File: src/rtl/instr_aligner.sv
// Instruction realignment buffer. Fetch words are split into halfwords and
// kept in a small circular FIFO, and one complete instruction is presented to
// decode per handshake: a 16-bit RVC instruction, or a 32-bit instruction that
// may span two fetch words. Tracks the head PC and carries fetch bus errors.
module instr_aligner #(
  parameter int unsigned DEPTH     = 4,
  parameter logic [31:0] BOOT_ADDR = 32'h0000_0000
) (
  input  logic        s_clk_i,
  input  logic        s_rst_i,
  input  logic        s_flush_i,
  input  logic [31:0] s_flush_addr_i,
  input  logic        s_fvalid_i,
  input  logic [31:0] s_fdata_i,
  input  logic        s_ferr_i,
  output logic        s_fready_o,
  output logic        s_ivalid_o,
  input  logic        s_iready_i,
  output logic [31:0] s_instr_o,
  output logic        s_rvc_o,
  output logic [31:0] s_pc_o,
  output logic        s_ierr_o
);

  localparam int unsigned PW = $clog2(DEPTH);
  localparam int unsigned CW = $clog2(DEPTH + 1);
  localparam logic [PW:0]   DEPTH_W = (PW + 1)'(DEPTH);
  localparam logic [CW-1:0] DEPTH_C = CW'(DEPTH);

  logic [15:0]       mem [DEPTH];
  logic [DEPTH-1:0]  err_q;
  logic [PW-1:0]     rd_ptr;
  logic [PW-1:0]     wr_ptr;
  logic [CW-1:0]     count;
  logic [31:0]       head_pc;
  logic              skip_first;

  logic [PW-1:0]     rd_nxt;
  logic [PW-1:0]     wr_nxt;
  logic [15:0]       hw0;
  logic [15:0]       hw1;
  logic              e0;
  logic              e1;
  logic              head_rvc;
  logic              len_one;
  logic              has1;
  logic              has2;
  logic              enq;
  logic              deq;
  logic [1:0]        enq_n;
  logic [1:0]        deq_n;
  logic [CW-1:0]     count_nxt;

  // Bit 0 of the flush address is ignored: instructions are halfword aligned.
  logic unused_flush_bit0;
  assign unused_flush_bit0 = s_flush_addr_i[0];

  // Pointer advance with wrap modulo DEPTH (DEPTH need not be a power of two).
  function automatic logic [PW-1:0] ptr_add(input logic [PW-1:0] p, input logic [1:0] n);
    logic [PW:0] s;
    s = {1'b0, p} + {{(PW - 1){1'b0}}, n};
    if (s >= DEPTH_W) s = s - DEPTH_W;
    return s[PW-1:0];
  endfunction

  // Head classification, decode-side outputs and handshake bookkeeping.
  always_comb begin
    rd_nxt     = ptr_add(rd_ptr, 2'd1);
    wr_nxt     = ptr_add(wr_ptr, 2'd1);
    hw0        = mem[rd_ptr];
    hw1        = mem[rd_nxt];
    e0         = err_q[rd_ptr];
    e1         = err_q[rd_nxt];
    head_rvc   = (hw0[1:0] != 2'b11);
    // An errored head is released alone so decode never waits on a halfword
    // that the faulting fetch may never deliver.
    len_one    = head_rvc | e0;
    has1       = (count != '0);
    has2       = (count >= CW'(2));
    s_fready_o = ((DEPTH_C - count) >= CW'(2));
    s_ivalid_o = !s_flush_i && ((has1 && len_one) || has2);
    s_instr_o  = len_one ? {16'h0000, hw0} : {hw1, hw0};
    s_rvc_o    = has1 && head_rvc;
    s_ierr_o   = len_one ? e0 : (e0 | e1);
    s_pc_o     = head_pc;
    enq        = s_fvalid_i && s_fready_o;
    deq        = s_ivalid_o && s_iready_i;
    enq_n      = enq ? (skip_first ? 2'd1 : 2'd2) : 2'd0;
    deq_n      = deq ? (len_one ? 2'd1 : 2'd2) : 2'd0;
    count_nxt  = count + CW'(enq_n) - CW'(deq_n);
  end

  // Buffer storage, pointers, occupancy, head PC and flush restart.
  always_ff @(posedge s_clk_i or posedge s_rst_i) begin
    if (s_rst_i) begin
      for (int unsigned i = 0; i < DEPTH; i++) mem[i] <= '0;
      err_q      <= '0;
      rd_ptr     <= '0;
      wr_ptr     <= '0;
      count      <= '0;
      head_pc    <= BOOT_ADDR;
      skip_first <= 1'b0;
    end else if (s_flush_i) begin
      rd_ptr     <= '0;
      wr_ptr     <= '0;
      count      <= '0;
      head_pc    <= {s_flush_addr_i[31:1], 1'b0};
      skip_first <= s_flush_addr_i[1];
    end else begin
      if (enq) begin
        if (skip_first) begin
          mem[wr_ptr]   <= s_fdata_i[31:16];
          err_q[wr_ptr] <= s_ferr_i;
          wr_ptr        <= wr_nxt;
          skip_first    <= 1'b0;
        end else begin
          mem[wr_ptr]   <= s_fdata_i[15:0];
          mem[wr_nxt]   <= s_fdata_i[31:16];
          err_q[wr_ptr] <= s_ferr_i;
          err_q[wr_nxt] <= s_ferr_i;
          wr_ptr        <= ptr_add(wr_ptr, 2'd2);
        end
      end
      if (deq) begin
        rd_ptr  <= ptr_add(rd_ptr, deq_n);
        head_pc <= head_pc + (len_one ? 32'd2 : 32'd4);
      end
      count <= count_nxt;
    end
  end

endmodule

File: config.mk
export PLATFORM = sky130hd
export DESIGN_NAME = instr_aligner
export DESIGN_NICKNAME = d
export VERILOG_FILES = /design/src/rtl/instr_aligner.sv
export SDC_FILE = /design/constraint.sdc
export NUM_CORES = 1
export LEC_CHECK = 0
export ABC_AREA = 1
export BUFFER_PORTS_ARGS = -buffer_cell sky130_fd_sc_hd__buf_2
export CORE_MARGIN = 2
export CORE_UTILIZATION = 62
export CTS_CLUSTER_DIAMETER = 50
export DETAILED_ROUTE_END_ITERATION = 10
export MAX_ROUTING_LAYER = met4
export PLACE_DENSITY = 0.93
export SLEW_MARGIN = 20
export SYNTH_ARGS = -nofsm -noshare
export SYNTH_HDL_FRONTEND = slang
export SYNTH_SLANG_ARGS = --single-unit
File: constraint.sdc
create_clock -name s_clk_i -period 7.8 [get_ports s_clk_i]
set_input_delay 0.78 -clock s_clk_i [delete_from_list [all_inputs] [get_ports s_clk_i]]
set_output_delay 0.78 -clock s_clk_i [all_outputs]
set_load 0.02 [all_outputs]
* Word level (Yosys, flattened, before mapping)
Cells that the tools add are included.
** Operators by class
- Add/subtract/negate cells :: 12
- Magnitude comparators :: 18
- Equal/unequal tests :: 1
- Muxes and demuxes :: 46
- Bitwise operators :: 7
- Reductions and logical operators :: 15
** Operators with widths (number)
- $bwmux 64 :: 3
- $mux 16 :: 6
- $mux 32 :: 3
- $bmux 16 s2 :: 2
- $demux 16 s2 :: 2
- $mux 64 :: 1
- $add 32x3->32 :: 1
- $mux 2 :: 13
- $ge 3x3->1 const B :: 8
- $lt 2x3->1 const B :: 4
- $not 2->3 :: 4
- $logic_and 1x1->1 :: 9
- $bwmux 4 :: 2
- $sub 2x1->2 const B :: 4
- $mux 1 :: 7
- $add 2x1->3 const B :: 2
- $ge 3x2->1 const B :: 2
- $lt 3x1->1 const B :: 2
- $mux 3 :: 2
- $bmux 1 s2 :: 2
- $demux 1 s2 :: 2
- $ge 2x1->1 const B :: 2
- $mux 4 :: 1
- $reduce_bool 2->1 :: 2
- 12 further kinds :: 13
** Word-level totals
- Register bits after elaboration :: 108
- Input port bits :: 70

* Logic depth before layout (Yosys ltp)
- Depth after elaboration :: 16
- Mapped depth :: 21

* Worst setup path after synthesis
OpenSTA, ideal clock, no wires.
- Kind :: reg2reg
- Start point :: reg rd_ptr[0]
- End point :: reg head_pc[31], in the netlist s_pc_o[31]
- Setup time :: 0.118 ns
- Arrival :: 2.567 ns
- Path slack :: 5.115 ns
- Cell stages (with the launch flop) :: 22
- Path buffers :: 3
- Cell sequence :: dfrtp_1 buf_6 inv_4 nand2_1 nand3_1 nand2_2 nand3_4 buf_2 buf_2 ha_1 fa_1 nand3_2 nor2_1 inv_1 nor2_1 nand2_1 nand2_1 nand2_1 nand2_1 nand2_1 nand2_1 o21ai_2
** On the way
- Cells in the longest elaborated chain, start to end :: 11
** RTL lines
- start, declared :: RTL line 32 : logic [PW-1:0] rd_ptr;
- start signal, assigned :: RTL line 125 : rd_ptr <= ptr_add(rd_ptr, deq_n);
- $not 2->3 (not written as such) :: RTL line 70 : hw0 = mem[rd_ptr];
- $bmux 16 s2 :: RTL line 70
- $mux 16 (not written as such) (2 in a row) :: RTL line 70
- $ne 2x2->1 :: RTL line 74 : head_rvc = (hw0[1:0] != 2'b11);
- $or 1x1->1 * :: RTL line 77 : len_one = head_rvc | e0;
- branches (longest 5 deep; another with $add 32x3->32)
- end signal, assigned :: RTL line 107 : head_pc <= {s_flush_addr_i[31:1], 1'b0};
- end signal, assigned :: RTL line 126 : head_pc <= head_pc + (len_one ? 32'd2 : 32'd4);
- end, declared :: RTL line 35 : logic [31:0] head_pc;
Every way passes the cells marked *. The select of a mux whose other input is x is not followed.
A chain may end at the register's enable or synchronous reset.

* Worst setup path after layout
- Start point :: reg rd_ptr[0]
- End point :: out s_ierr_o
** On the way
- Cells in the longest elaborated chain, start to end :: 7
** RTL lines
- $add 2x1->3 or $not 2->3 (tied branches) :: RTL line 61, 70
- $ge 3x3->1, or another cell as far along :: RTL line 62 : if (s >= DEPTH_W) s = s - DEPTH_W;
- $mux 2 or $mux 16 (tied branches) :: RTL line 62, 70
- $bmux 1 s2 or $mux 16 (tied branches) :: RTL line 73, 70
- $mux 1 (not written as such) or $ne 2x2->1 (tied branches) :: RTL line 73, 74
- $or 1x1->1 (on tied branches) :: RTL line 84, 77
- $mux 1 * :: RTL line 84 : s_ierr_o = len_one ? e0 : (e0 | e1);
- end, declared :: RTL line 22 : output logic s_ierr_o
Every way passes the cells marked *; elsewhere a longest branch is shown, timed or not. The select of a mux whose other input is x is not followed.

==> out/qor.csv <==
stage;metric;value;unit
outcome;status;completed;
timing;worst_clock_skew;7.09;ps
route;met1Wirelength;9.18;mm
grt;grt_pass1_wl;39.7;mm
finish;stdcell_area;8920;µm²
grt;grt-ovfl-total;0;
cts;numCtsBuffers;9;
power;swShare;49.9;%
run;max_cap_violations;0;
timing;clock.fmax;0.221;GHz
die;fp.dieH;118;µm
timing;grt_setup_unrepaired;no;
place;place_inst;1443;
route;post-route-drc-count;0;
setup_path;required;7020;ps
route;dr_total_vias;8963;
route;post_drt_wl_per_cell;17.1;µm
cts;htreeDepth;3;
setup_path;reg2regPathDepth;13;
power;pwr-share-comb;54.2;%
cts;clkLatencyLatePin;370;ps
logic_synthesis;synth_top_cell_by_area;dfrtp_1;
cts;clk_pin_slew_worst_paths;70;ps
grt;grt_max_degree;73;
cts;cts.repair.resized;0;
power;p_switching;1.60;mW
logic_synthesis;synth_area_leaders;dfrtp_1, nand2_1, o21ai_0;
route;wl_met3;2.94;mm
timing;slew_viol_final;0;
logic_synthesis;ys_seq_elements;107;
place;routabilityCongestion;0.955;
finish;layout_common_cells;nand2_1, buf_2, inv_1;
logic_synthesis;yosysTopAreaCellShare;33.4;%
finish;area_growth;11.4;%
route;first_iter_violations;1391;
place;dp_hpwl;16.0;mm
die;die_w;118;µm
timing;period_share;57.9;%
power;p_leak;4.33;nW
route;ant_nets;0;
place;portBuffers;135;
logic_synthesis;synth.cell_area;8010;µm²
finish;instances_no_fill;1459;
die;core_area;12600;µm²
route;wirelength;25.0;mm
logic_synthesis;synth_cell_types;41;
logic_synthesis;synth_nets;1291;
logic_synthesis;yosys_warnings;0;
timing;final_hold_viol_count;0;
setup_path;startpoint_type;register;
grt;grt_usage;36.5;%
timing;setup_viol;0;
logic_synthesis;synthCells;1206;
place;dpl_cell_area;8600;µm²
die;start_util;63.5;%
setup_path;worstPathArrival;3740;ps
route;viasPerCell;6.14;
cts;clockBufferDepth;2;
die;io_pins;138;
die;rows;41;
cts;cts_tree;done;
finish;layout-drive-gt1-share;15.3;%
route;dr.pass1.iters;7;
timing;worstMarginPinSlew;1040;ps
timing;fin_tns_setup;0;ps
timing;worst_slack;3280;ps
power;p_int;1.61;mW
power;p_seq_share;30.2;%
grt;first_global_vias;8307;
setup_path;cp-end-kind;primary output;
setup_path;path_class;reg2out;
finish;diodes;0;
grt;antenna_found_initial;0;
cts;hold_buffers;0;
timing;fin_crit;4520;ps
finish;final_common_cell;nand2_1;
cts;cts.sink_count;107;
power;cellPowerDensity;359;nW/µm²
cts;post_cts_buffers;0;
cts;root_buffer;clkbuf_16;
finish;fin_nets;1367;
setup_path;cp_max_fo;55;
route;wl_met2;11.6;mm
timing;slew_headroom;30.8;%
place;pre_cts_ws;3820;ps
timing;whs;520;ps
logic_synthesis;syn_area_per_cell;6.65;µm²
min_path;min_path_type;in2async;
route;top_layer;met4;
power;pwr-share-clk;15.6;%
logic_synthesis;synth_seq_area_share;33.4;%
die;dieArea;13900;µm²
power;irDropWorstVdd;0.154;mV
-- critical path, stage by stage, from the launching register on --
cell and delay [ps]:
dfrtp_1 360, buf_4 310, nor2_2 880, clkinv_1 960, a22oi_1 400, o21ai_0 150, nand2_1 90, nand2_1 60
buf_2 160
-- synth_stat cells, drive strengths merged --
| cell type | n |
|---|---|
| nand2 | 371 |
| inv | 122 |
| o21ai | 120 |
| nand3 | 109 |
| dfrtp | 107 |
| nor2 | 107 |
| o211ai | 64 |
| clkbuf | 41 |
| buf | 37 |
| o22ai | 32 |
| xor2 | 13 |
| a31oi | 12 |
| ha | 12 |
| a21oi | 11 |
| nor3 | 11 |
| nand4 | 9 |
| a22oi | 5 |
| nand3b | 4 |
| xnor2 | 4 |
| fa | 3 |
| o31ai | 3 |
| or2 | 3 |
| clkinv | 2 |
| a211oi | 1 |
| conb | 1 |
| nor3b | 1 |
| o2111ai | 1 |
-- path summary, 6_finish.rpt --
check,startpoint,end,slack [ps]
min in group s_clk_i,mem[40]$_DFFE_PP0P_,mem[40]$_DFFE_PP0P_,540
max in group asynchronous,s_rst_i,skip_first$_DFFE_PP0P_,6030
max reg2reg,rd_ptr[1]$_DFFE_PP0N_,count[2]$_DFF_PP0_,3770
min,s_rst_i,s_pc_o[7]$_DFFE_PP0N_,520
min reg2reg,mem[40]$_DFFE_PP0P_,mem[40]$_DFFE_PP0P_,540
max,rd_ptr[0]$_DFFE_PP0N_,s_ierr_o,3280
-- metal layers --
metal  vias up  GRT usage [%]
li1       4128              -
met1      4054           44.1
met2       659           57.9
met3       122           6.20
met4         0           21.0
met5         -              -
-- through the flow --
step | util [%] | total power, mW
5_1_grt | 70.7 | 3.40
2_1_floorplan | - | 2.16
3_3_place_gp | 68.2 | 2.59
3_5_place_dp | 68.2 | 2.65
4_1_cts | 70.7 | 3.16
6_report | 70.7 | 3.20
-- state kept, by name, indices dropped and copies added, names as in the netlist --
| signal | flops |
|---|---|
| mem | 64 |
| s_pc_o | 31 |
| err_q | 4 |
| count | 3 |
| rd_ptr | 2 |
| wr_ptr | 2 |
| skip_first | 1 |
-- kinds of logic after synthesis --
| group | after synthesis | synth area share [%] |
|---|---|---|
| DFF | 107 | 33.4 |
| other | 1 | 0.0468 |
| adders and majority gates | 15 | 2.62 |
| buffers and inverters | 202 | 10.5 |
| and+or+nand+nor | 615 | 32.1 |
| AOI/OAI and AO/OA | 249 | 19.5 |
| xor gates and xnor gates | 17 | 1.86 |
-- power groups by stage --
stage | logic (mW) | clock network [mW] | registers, mW
floorplan | 1.19 | 0 | 0.970
global placement | 1.63 | 0 | 0.960
detailed placement | 1.68 | 0 | 0.968
CTS | 1.70 | 0.500 | 0.958
global route | 1.88 | 0.524 | 0.993
finish | 1.74 | 0.499 | 0.968
-- area by class of cell --
cell class | count | area (µm²)
inverter | 124 | 474
clock inverter | 7 | 92.6
clock buffer | 9 | 225
sequential | 107 | 2680
fill | 1106 | 3690
multi-input combinational | 897 | 4500
timing repair buffer | 143 | 736
tap | 172 | 215
No activity file was read; power rests on OpenSTA's default activity.
